### src/rtl/cu_seq.sv
// cu_seq: microcode sequencer for the 8-bit core.
// Fetches an opcode over a handshake channel. It then walks up to STEPS
// micro-steps, and each step may wait on several busy/done channels. The
// microword comes from an external store addressed by uaddr = {ir, step}.
// Optional: define CU_SINGLE_STEP_EN to add the step_req input and a HOLD
// state that parks the sequencer after every instruction.
module cu_seq #(
    parameter int                PC_W        = 16,
    parameter int                IR_W        = 8,
    parameter int                FLAG_W      = 22,
    parameter int                STEPS       = 2,
    parameter int                NWAIT       = 2,
    parameter int                FETCH_CH    = 0,
    parameter logic [FLAG_W-1:0] FETCH_FLAGS = 22'h100200,
    localparam int               STEP_W      = $clog2(STEPS)
) (
    input  logic                   clk,
    input  logic                   rst,
    input  logic                   halt,
    input  logic [IR_W-1:0]        irin,
    input  logic [NWAIT-1:0]       chan_done,
    output logic [NWAIT-1:0]       chan_exec,
    output logic [IR_W+STEP_W-1:0] uaddr,
    input  logic [FLAG_W-1:0]      uflags,
    input  logic [NWAIT-1:0]       uwait,
    input  logic                   uinc,
    input  logic                   ulast,
    input  logic                   pcinflag,
    input  logic [PC_W-1:0]        pcin,
`ifdef CU_SINGLE_STEP_EN
    input  logic                   step_req,
`endif
    output logic [PC_W-1:0]        pc,
    output logic [FLAG_W-1:0]      flags_noc,
    output logic [FLAG_W-1:0]      flags,
    output logic [STEPS-1:0]       step_strobe,
    output logic [IR_W-1:0]        cuout
);

    typedef enum logic [2:0] {
        S_FETCH,
        S_LATCH,
        S_DECODE,
        S_WAIT,
        S_EVENTS
`ifdef CU_SINGLE_STEP_EN
        , S_HOLD
`endif
    } state_t;

    state_t              r_state;
    logic [PC_W-1:0]     r_pc;
    logic [IR_W-1:0]     r_ir;
    logic [STEP_W-1:0]   r_step;
    logic [NWAIT-1:0]    r_pending;
    logic [NWAIT-1:0]    r_doneQ;

    logic [NWAIT-1:0]    w_complete;
    logic [NWAIT-1:0]    w_active;
    logic [NWAIT-1:0]    w_pendingNext;
    logic                w_activeDone;
    logic                w_fetchDone;
    logic                w_endOfInstr;
    logic [PC_W-1:0]     w_pcInc;
    logic [NWAIT-1:0]    w_exec;
    logic [FLAG_W-1:0]   w_flagsNoc;
    logic                w_flagsEn;
    logic [STEPS-1:0]    w_strobe;

    // A completion is a rising edge on done. The previous level is held in
    // r_doneQ, so a done that is already high never counts.
    assign w_complete    = chan_done & ~r_doneQ;
    // Lowest pending channel is serviced first (x & -x isolates it).
    assign w_active      = r_pending & (~r_pending + NWAIT'(1));
    assign w_pendingNext = r_pending & ~w_active;
    assign w_activeDone  = |(w_complete & w_active);
    assign w_fetchDone   = w_complete[FETCH_CH];
    assign w_endOfInstr  = ulast || (r_step == STEP_W'(STEPS - 1));
    assign w_pcInc       = r_pc + PC_W'(1);

    // Decode the current state into channel requests, flag source and strobe.
    always_comb begin
        w_exec     = '0;
        w_flagsNoc = uflags;
        w_flagsEn  = 1'b0;
        w_strobe   = '0;
        case (r_state)
            S_FETCH: begin
                w_exec[FETCH_CH] = 1'b1;
                w_flagsNoc       = FETCH_FLAGS;
                w_flagsEn        = 1'b1;
            end
            S_LATCH: begin
                w_flagsNoc = FETCH_FLAGS;
                w_flagsEn  = 1'b1;
            end
            S_WAIT: begin
                w_exec = w_active;
            end
            S_EVENTS: begin
                w_flagsEn = 1'b1;
                w_strobe  = STEPS'(1) << r_step;
            end
            default: begin
            end
        endcase
    end

    // Requests are gated by reset so they drop the moment rst rises,
    // without waiting for a clock edge.
    assign chan_exec   = rst ? '0 : w_exec;
    assign flags_noc   = w_flagsNoc;
    assign flags       = w_flagsEn ? w_flagsNoc : '0;
    assign step_strobe = w_strobe;
    assign uaddr       = {r_ir, r_step};
    assign pc          = r_pc;
    assign cuout       = r_ir;

    // Sequencer state machine. halt freezes everything, edge history included.
    always_ff @(posedge clk or posedge rst) begin
        if (rst) begin
            r_state   <= S_FETCH;
            r_pc      <= '0;
            r_ir      <= '0;
            r_step    <= '0;
            r_pending <= '0;
            r_doneQ   <= '1;
        end else if (!halt) begin
            r_doneQ <= chan_done;
            case (r_state)
                S_FETCH: begin
                    if (w_fetchDone) begin
                        r_state <= S_LATCH;
                    end
                end
                S_LATCH: begin
                    r_ir    <= irin;
                    r_pc    <= w_pcInc;
                    r_step  <= '0;
                    r_state <= S_DECODE;
                end
                S_DECODE: begin
                    r_pending <= uwait;
                    if (uinc) begin
                        r_pc <= w_pcInc;
                    end
                    r_state <= (uwait != '0) ? S_WAIT : S_EVENTS;
                end
                S_WAIT: begin
                    if (w_activeDone) begin
                        r_pending <= w_pendingNext;
                        if (w_pendingNext == '0) begin
                            r_state <= S_EVENTS;
                        end
                    end
                end
                S_EVENTS: begin
                    if (w_endOfInstr) begin
                        // A jump overwrites every increment made in this instruction.
                        r_pc <= pcinflag ? pcin : r_pc;
`ifdef CU_SINGLE_STEP_EN
                        r_state <= S_HOLD;
`else
                        r_state <= S_FETCH;
`endif
                    end else begin
                        r_step  <= r_step + STEP_W'(1);
                        r_state <= S_DECODE;
                    end
                end
`ifdef CU_SINGLE_STEP_EN
                S_HOLD: begin
                    if (step_req) begin
                        r_state <= S_FETCH;
                    end
                end
`endif
                default: begin
                    r_state <= S_FETCH;
                end
            endcase
        end
    end

endmodule

### config.mk
export PLATFORM = sky130hd
export DESIGN_NAME = cu_seq
export DESIGN_NICKNAME = d
export VERILOG_FILES = /design/src/rtl/cu_seq.sv
export SDC_FILE = /design/constraint.sdc
export NUM_CORES = 1
export LEC_CHECK = 0
export ABC_AREA = 1
export CORE_MARGIN = 8
export CORE_UTILIZATION = 40
export CTS_BUF_LIST = sky130_fd_sc_hd__clkbuf_4 sky130_fd_sc_hd__clkbuf_8 sky130_fd_sc_hd__clkbuf_16
export CTS_CLUSTER_DIAMETER = 80
export DETAILED_ROUTE_END_ITERATION = 7
export MAX_ROUTING_LAYER = met4
export PLACE_DENSITY = 0.92
export SLEW_MARGIN = 20
export SYNTH_ARGS = -nofsm -noshare
export SYNTH_HDL_FRONTEND = slang
export SYNTH_SLANG_ARGS = --single-unit
### constraint.sdc
create_clock -name clk -period 3.4 [get_ports clk]
set_input_delay 0.68 -clock clk [delete_from_list [all_inputs] [get_ports clk]]
set_output_delay 0.68 -clock clk [all_outputs]
set_load 0.01 [all_outputs]
# Word level (Yosys, flattened, before mapping)

Index checks and enable logic that the tools add are counted.

Flip-flop bits (word level): 32
Output and inout bits: 81
Word-level logic and storage cells: 65

Add/sub/neg operators: 3
Equality and inequality tests: 11
Shift-type cells: 1
Multiplexer cells: 21
Bitwise gates (word level): 8
Reduce and logical (&&, ||, !) cells: 15

Operator list:

| operator                | number |
|---|---|
| $mux W16                | 3 |
| $pmux W16 S3            | 1 |
| $mux W22                | 2 |
| $add A16 B1 Y16 const B | 1 |
| $pmux W3 S5             | 1 |
| $ne A2 B2 Y1 const B    | 7 |
| $mux W3                 | 4 |
| $and A2 B2 Y2           | 4 |
| $mux W2                 | 4 |
| $eq A3 B2 Y1 const B    | 2 |
| $not A2 Y2              | 3 |
| $reduce_and A3 Y1       | 2 |
| $reduce_bool A2 Y1      | 3 |
| $reduce_and A5 Y1       | 1 |
| $pmux W1 S2             | 2 |
| $pmux W2 S2             | 1 |
| $reduce_and A4 Y1       | 1 |
| $reduce_or A2 Y1        | 2 |
| $eq A3 B1 Y1 const B    | 1 |
| $eq A3 B3 Y1 const B    | 1 |
| $logic_not A3 Y1        | 1 |
| $mux W1                 | 3 |
| $reduce_bool A3 Y1      | 1 |
| $reduce_or A3 Y1        | 1 |
| other kinds (7)         | 7 |

# Logic depth before layout (Yosys ltp)

Gate-level depths: netlist of the first run.

Word-level depth: 9
Depth in mapped cells: 9

# Least setup slack after synthesis of the first run

Ideal clock, no wire load.

Path kind: flip-flop to output port
Start: register r_state[1]
End: output port flags[0]
Arrival time: 1.324 ns
Data required time: 2.720 ns
Slack: 1.396 ns
Stages on the path, launching flop included: 7
Path buffers: 3
Cells stage by stage: dfrtp_1 nor2_1 nand2_1 buf_4 buf_6 buf_2 nor2_1

Longest elaborated chain between the ends: 4
Elaborated cells between the ends (all ways): 8
Classes of those cells: 2 x eq/ne; 3 x mux; 3 x reduce/logical

RTL lines:

| item                                                                         | line | text |
|---|---|---|
| start: declaration                                                           | 51   | `state_t r_state;` |
| start signal: assignment                                                     | 147  | `r_state <= (uwait != '0) ? S_WAIT : S_EVENTS;` |
| $eq A3 B3 Y1, or another cell as far along                                   | 87   | `case (r_state)` |
| $reduce_or A3 Y1 (no source line) / $reduce_or A2 Y1 (equally long branches) | -    |  |
| $mux W1 / $mux W22 (equally long branches)                                   | 87   |  |
| $mux W22 (*)                                                                 | 113  | `assign flags = w_flagsEn ? w_flagsNoc : '0;` |
| end: declaration                                                             | 35   | `output logic [FLAG_W-1:0] flags,` |

Mark *: on every way between the ends. The rest lies on a longest branch, timed or not.

# Final worst setup path of the first run

Start: register r_state[2]
End: output port chan_exec[0]

Longest elaborated chain between the ends: 3
Elaborated cells between the ends (all ways): 4
Classes of those cells: 1 x eq/ne; 2 x mux; 1 x reduce/logical

RTL lines:

| item                                                    | line | text |
|---|---|---|
| $eq A3 B2 Y1 / $logic_not A3 Y1 (equally long branches) | 87   |  |
| $pmux W1 S2 (*)                                         | 87   |  |
| $mux W2 (*)                                             | 111  | `assign chan_exec = rst ? '0 : w_exec;` |
| end: declaration                                        | 22   | `output logic [NWAIT-1:0] chan_exec,` |

Marked as above.

==> results of run 1 <==
## worst max-delay path: cells and delay by family, from the launching register on
kind | cells | cell delay (ps)
flip-flops | 1 | 480
AO/OA/AOI/OAI | 1 | 190
buffers and inverters | 1 | 550
AND/OR/NAND/NOR | 2 | 700
## registers in the layout, indices dropped and copies added, names as in the netlist
register and count:
pc 16, cuout 8, r_state 3, r_doneQ 2, r_pending 2, r_step 1
## stage by stage
step	worst slack, ps	instance area (um2)	utilization (%)	instances
floorplan	1400	2350	-	387
global placement	846	3700	63.6	584
detailed placement	810	3700	63.6	584
CTS	523	3800	65.3	592
global route	388	3800	65.3	592
finish	516	3800	65.3	592
## where the power goes
| group | switching, uW | total [uW] | internal (uW) |
|---|---|---|---|
| logic | 856 | 1680 | 827 |
| clock network | 143 | 324 | 181 |
| registers | 205 | 753 | 548 |
| total | 1200 | 2760 | 1560 |
## logic make-up after synthesis
group	Yosys count
AND/OR/NAND/NOR	257
buffers and inverters	72
flip-flops	32
AO/OA/AOI/OAI	24
XOR/XNOR	1
adder cells (fa/ha/maj)	1
## metal layers
| layer | part of all wire (%) | routed length, um |
|---|---|---|
| met1 | 42 | 3400 |
| met5 | 0 | 0 |
| met4 | 0.50 | 40 |
| met2 | 49 | 3940 |
| met3 | 8.1 | 650 |
## path summary, 6_finish.rpt
check                                     to  startpoint
worst max register to register         pc[0]  r_state[1]
worst min-delay path              r_doneQ[1]  r_doneQ[1]
min in group asynchronous           cuout[0]         rst
worst max-delay path            chan_exec[0]  r_state[2]
worst min register to register    r_doneQ[1]  r_doneQ[1]
max in group asynchronous         r_doneQ[0]         rst
## placed cells by master, fill, tap and decap left out
| cell type | n |
|---|---|
| o21ai_0 | 19 |
| a31oi_1 | 1 |
| clkbuf_8 | 6 |
| clkbuf_4 | 2 |
| clkdlybuf4s50_1 | 136 |
| inv_2 | 1 |
| or2_2 | 1 |
| dfstp_2 | 2 |
| ha_1 | 1 |
| nand3_1 | 29 |
| nand2_1 | 130 |
| nor3_1 | 2 |
| dfrtp_1 | 30 |
| o21ai_2 | 1 |
| nor2_4 | 2 |
| nand3_2 | 1 |
| nor2_1 | 82 |
| nand2_2 | 3 |
| xor2_1 | 1 |
| nand4_1 | 4 |
| inv_1 | 51 |
| clkinv_1 | 2 |
| a21oi_1 | 3 |
| nand3_4 | 1 |
| nor2_2 | 2 |
| buf_4 | 4 |
## final cells by class
type / instances / area, um2
fillers: 503 / 2020
repair buffers: 140 / 1390
multi-input cells: 283 / 1210
flip-flops and latches: 32 / 803
inverters: 54 / 203
clock buffers: 8 / 97.6
well taps: 75 / 93.8
==> qor.txt, run 1 <==
Post-synth top cells = nand2_1 (130), nor2_1 (82), inv_1 (52), dfrtp_1 (30), nand3_1 (29)
hold violation count in the final report = 0
IO buf count = 136
CP Cell Sequence = nor2_4 > nand2_1 > a21oi_1 > clkdlybuf4s50_1
CTS tree = built
Area growth syn-to-layout = 61.7%
H-tree depth = 2
CP Launch Type = register
met2 GRT Util = 33.7%
setup tns final = 0 ps
latest clock arrival within the worst-skew pair = 280 ps
simple-gate share of the synthesized area = 45.3%
Post-Syn Area = 0.00235 mm2
Pins Over Slew Limit = 0
post-synthesis mux area share = 0%
Hold Crit Depth = 2
vias in the first global route = 2,638
top cell type by total area after synthesis = dfrtp_1
final WL = 8.03 mm
top post-synthesis cells by area = dfrtp_1 (32%), nand2_1 (21%), nor2_1 (13%), inv_1 (8.3%), nand3_1 (6.2%)
crit-path max FO = 23
worst clock skew = 9.68 ps
synthesized net count = 444
Post-CTS Resized = 0
largest family of logic cells by synthesized area = simple AND/OR/NAND/NOR gates
layout cells sized above 1 = 5.03%
core area = 0.00582 mm2
Max IR drop VDD = 0.383 mV
Routed wire per std cell = 13.6 um
pwr/cell area = 726 mW/mm2
Post-synth ARST share = 100%
starting DRC count in detailed routing = 144
synthesized area per cell = 6.07 um2
Die Span X = 92.6 um
period utilization = 84.8%
final-stage net count = 573
xor/xnor share of the synthesized area = 0.373%
count leader, synth = nand2_1
final period demand of the worst path = 2880 ps
row cnt = 28
Top Usage Layer GRT = met2
leakage power = 0.00181 uW
Worst setup EP type = output pin
drt first pass iters = 5
Total GRT Usage = 18.5%
Starting Density = 40.4%
ys flop type = dfrtp_1
Placer Congestion = 0.924
first-pass GRT wire length = 12.8 mm
Hold WC Path Type = register to register
met1 usage = 20.3%
postcts setup bufs = 0
Overflow after GRT = 0
drt drc = 0
smallest hold slack = 497 ps
HPWL after detailed placement = 6.47 mm
CP max-delay cell = clkdlybuf4s50_1
Die ar. = 0.00858 mm2
die height = 92.6 um
antenna violations before repair = 0
R2R Setup Slk = 1290 ps
I/O pins = 137
Compound-Gate Fraction of Synth Area = 5.32%
post-synthesis adder-cell area fraction = 0.532%
Worst Path Arrival = 2200 ps
clk slew on worst S/H paths = 70 ps
worst endpoint required time = 2720 ps
max cap viols = 0
Post-synth EDFFs = 0
clk sink count = 32
drt via density = 4.74
fmax = 0.347 GHz
reg2reg path depth = 8
Slew headroom = 36.3%
Final setup violation count = 0
synth warn = 0
CTS buffer count = 5
FF+latch count, synth = 32
CTS max path bufs = 2
register area share after synthesis = 34.2%
CTS Hold Bufs = 0
RSZ-0062 raised after global routing = false
n_diodes = 0
run status = finished, final reports clean
Slew @ Worst Pin = 950 ps
share of the synthesized area in the top cell type = 31.9%
synth unique cells = 26
CP max stage delay = 550 ps
overall power = 2760 uW
CTS root buffer = clkbuf_8
largest net degree at the start of global routing = 30
Antenna Violating Nets Remaining = 0
worst setup path category = register to output pin
met3 Resource Use GR = 4.13%
Vias = 2,809
Cells after Synth = 387
Power figures use the tool's default switching activity.
==> inputs of run 2 (changes only) <==
CORE_UTILIZATION = 38   (was 40)
PLACE_DENSITY = 0.89   (was 0.92)
clock period = 2.89 ns   (was 3.4 ns; I/O delays follow)
==> qor.txt, run 2 (same netlist as run 1, synthesis figures left out) <==
antenna violations before repair = 0 (unchanged)
placed instance area = 0.00370 mm2 (unchanged)
Total GRT Usage = 19.1% (+0.58 points)
drt first pass iters = 4 (-1)
Die ar. = 0.00896 mm2 (+4.3%)
Slew headroom = 71.6% (+35 points)
Routed wire per std cell = 14.1 um (+4.1%)
run status = finished, final reports clean
final-stage net count = 573 (unchanged)
Largest register FFs = 16 (unchanged)
Slew @ Worst Pin = 426 ps (-524 ps)
Buf+Inv Stages, Crit Path = 2 (+1)
leakage power = 0.00182 uW (+0.87%)
first-pass GRT wire length = 13.3 mm (+4.0%)
Antenna Violating Nets Remaining = 0 (unchanged)
largest net degree at the start of global routing = 33 (+10%)
hold violation count in the final report = 0 (unchanged)
drt via density = 4.73 (-0.32%)
die height = 94.6 um (+2.1%)
CP Launch Type = register
crit-path max FO = 20 (-13%)
Hold WC Path Type = register to register
I/O pins = 137 (unchanged)
area occupied by multi-input gates = 0.00121 mm2 (unchanged)
Vias = 2,800 (-0.32%)
latest clock arrival within the worst-skew pair = 300 ps (+20 ps)
CTS max path bufs = 2 (unchanged)
Placer Congestion = 0.852 (-7.8%)
Worst Path Arrival = 2060 ps (-140 ps)
fmax = 0.379 GHz
RSZ-0062 raised after global routing = false
n_diodes = 0 (unchanged)
H-tree depth = 2 (unchanged)
CTS Hold Bufs = 0 (unchanged)
Layout fillers = 555 (+10%)
Post-CTS Resized = 0 (unchanged)
worst endpoint required time = 2310 ps (-410 ps)
postcts setup bufs = 0 (unchanged)
most frequent cells in the layout = clkdlybuf4s50_1 (136), nand2_1 (130), nor2_1 (82), inv_1 (52), dfrtp_1 (30)
Overflow after GRT = 0 (unchanged)
drt drc = 0 (unchanged)
Max IR drop VDD = 0.517 mV (+35%)
CTS root buffer = clkbuf_8
worst clock skew = 10.1 ps (+0.413 ps)
Area growth syn-to-layout = 62.9%
Die Span X = 94.6 um (+2.1%)
HPWL after detailed placement = 6.60 mm (+2.0%)
vias in the first global route = 2,787 (+5.6%)
final period demand of the worst path = 2640 ps
final WL = 8.36 mm (+4.1%)
CP max-delay cell = clkdlybuf4s50_1
overall power = 3370 uW (+22%)
FF-to-FF Start = r_state[1]
Pins Over Slew Limit = 0 (unchanged)
final instance area = 0.00383 mm2 (+0.76%)
min-delay src = cuout[6]
starting DRC count in detailed routing = 150 (+4.2%)
pwr/cell area = 880 mW/mm2 (+21%)
max cap viols = 0 (unchanged)
clk sink count = 32 (unchanged)
setup tns final = 0 ps (unchanged)
CP max stage delay = 550 ps (about the same)
IO buf count = 136 (unchanged)
CP Cell Sequence = nor2_1 > nand2_1 > buf_4 > nor2_1 > clkdlybuf4s50_1
Worst setup EP type = output pin
Final setup violation count = 0 (unchanged)
layout cells sized above 1 = 5.03% (unchanged)
most common cell after layout, fill and taps aside = clkdlybuf4s50_1
CP most frequent cell = nor2_1
Starting Density = 39.5% (-0.95 points)
CTS buffer count = 5 (unchanged)
core area = 0.00596 mm2 (+2.4%)
period utilization = 91.3%
row cnt = 28 (unchanged)
clk slew on worst S/H paths = 70 ps (about the same)
CTS tree = built
delay-heaviest family, CP = buffers and inverters
Reg area = 803 um2 (unchanged)
worst setup path category = register to output pin
CP Launch Point = r_state[1]
-- run 2: changes by cell type in the layout (fill, tap and decap cells not counted), sizes merged --
cell,before,now
bufinv,0,1
clkbuf,8,7
clkinv,2,1
inv,52,53
-- run 2: worst paths after layout --
| check | to | slack (ps) | cells past startpoint |
|---|---|---|---|
| max in group asynchronous | r_doneQ[0] | 1820 | 3 |
| setup / recovery | flags[5] | 250 | 5 |
| hold / removal | cuout[6] | 500 | 2 |
| hold reg to reg | cuout[6] | 500 | 2 |
| min in group asynchronous | cuout[3] | 730 | 3 |
| setup reg to reg | pc[0] | 770 | 8 |
-- run 2: report_power, final --
group	internal (uW)	switching [uW]
combinational	982	1010
clock	304	179
sequential	644	246
-- run 2: worst min-delay path, stage by stage (launching register included) --
cell and delay [ps]:
dfrtp_1 370, nand2_1 60, nand2_1 50
-- run 2: metal layers --
layer / share of wire [%] / track usage, %
met5: 0 / -
met4: 0.91 / 5.46
met2: 50 / 34.1
met1: 41 / 21.0
met3: 8.4 / 3.41
-- run 2: layout make-up --
class                      instances  share of cell area (%)
tap                               75                    2.45
multi-input combinational        283                    31.6
clock inverter                     1                   0.785
clock buffer                       7                    2.52
inverter                          54                    5.30
timing repair buffer             140                    36.4
sequential                        32                    21.0
-- run 2: metrics by stage --
| stage | std cells | utilization [%] | setup WS [ps] | hold slack (ps) |
|---|---|---|---|---|
| global route | 592 | 64.3 | 117 | 516 |
| detailed placement | 584 | 62.1 | 505 | 486 |
| finish | 592 | 64.3 | 251 | 504 |
| global placement | 584 | 62.1 | 529 | 477 |
| CTS | 592 | 64.3 | 247 | 504 |
| floorplan | 387 | - | 988 | 464 |
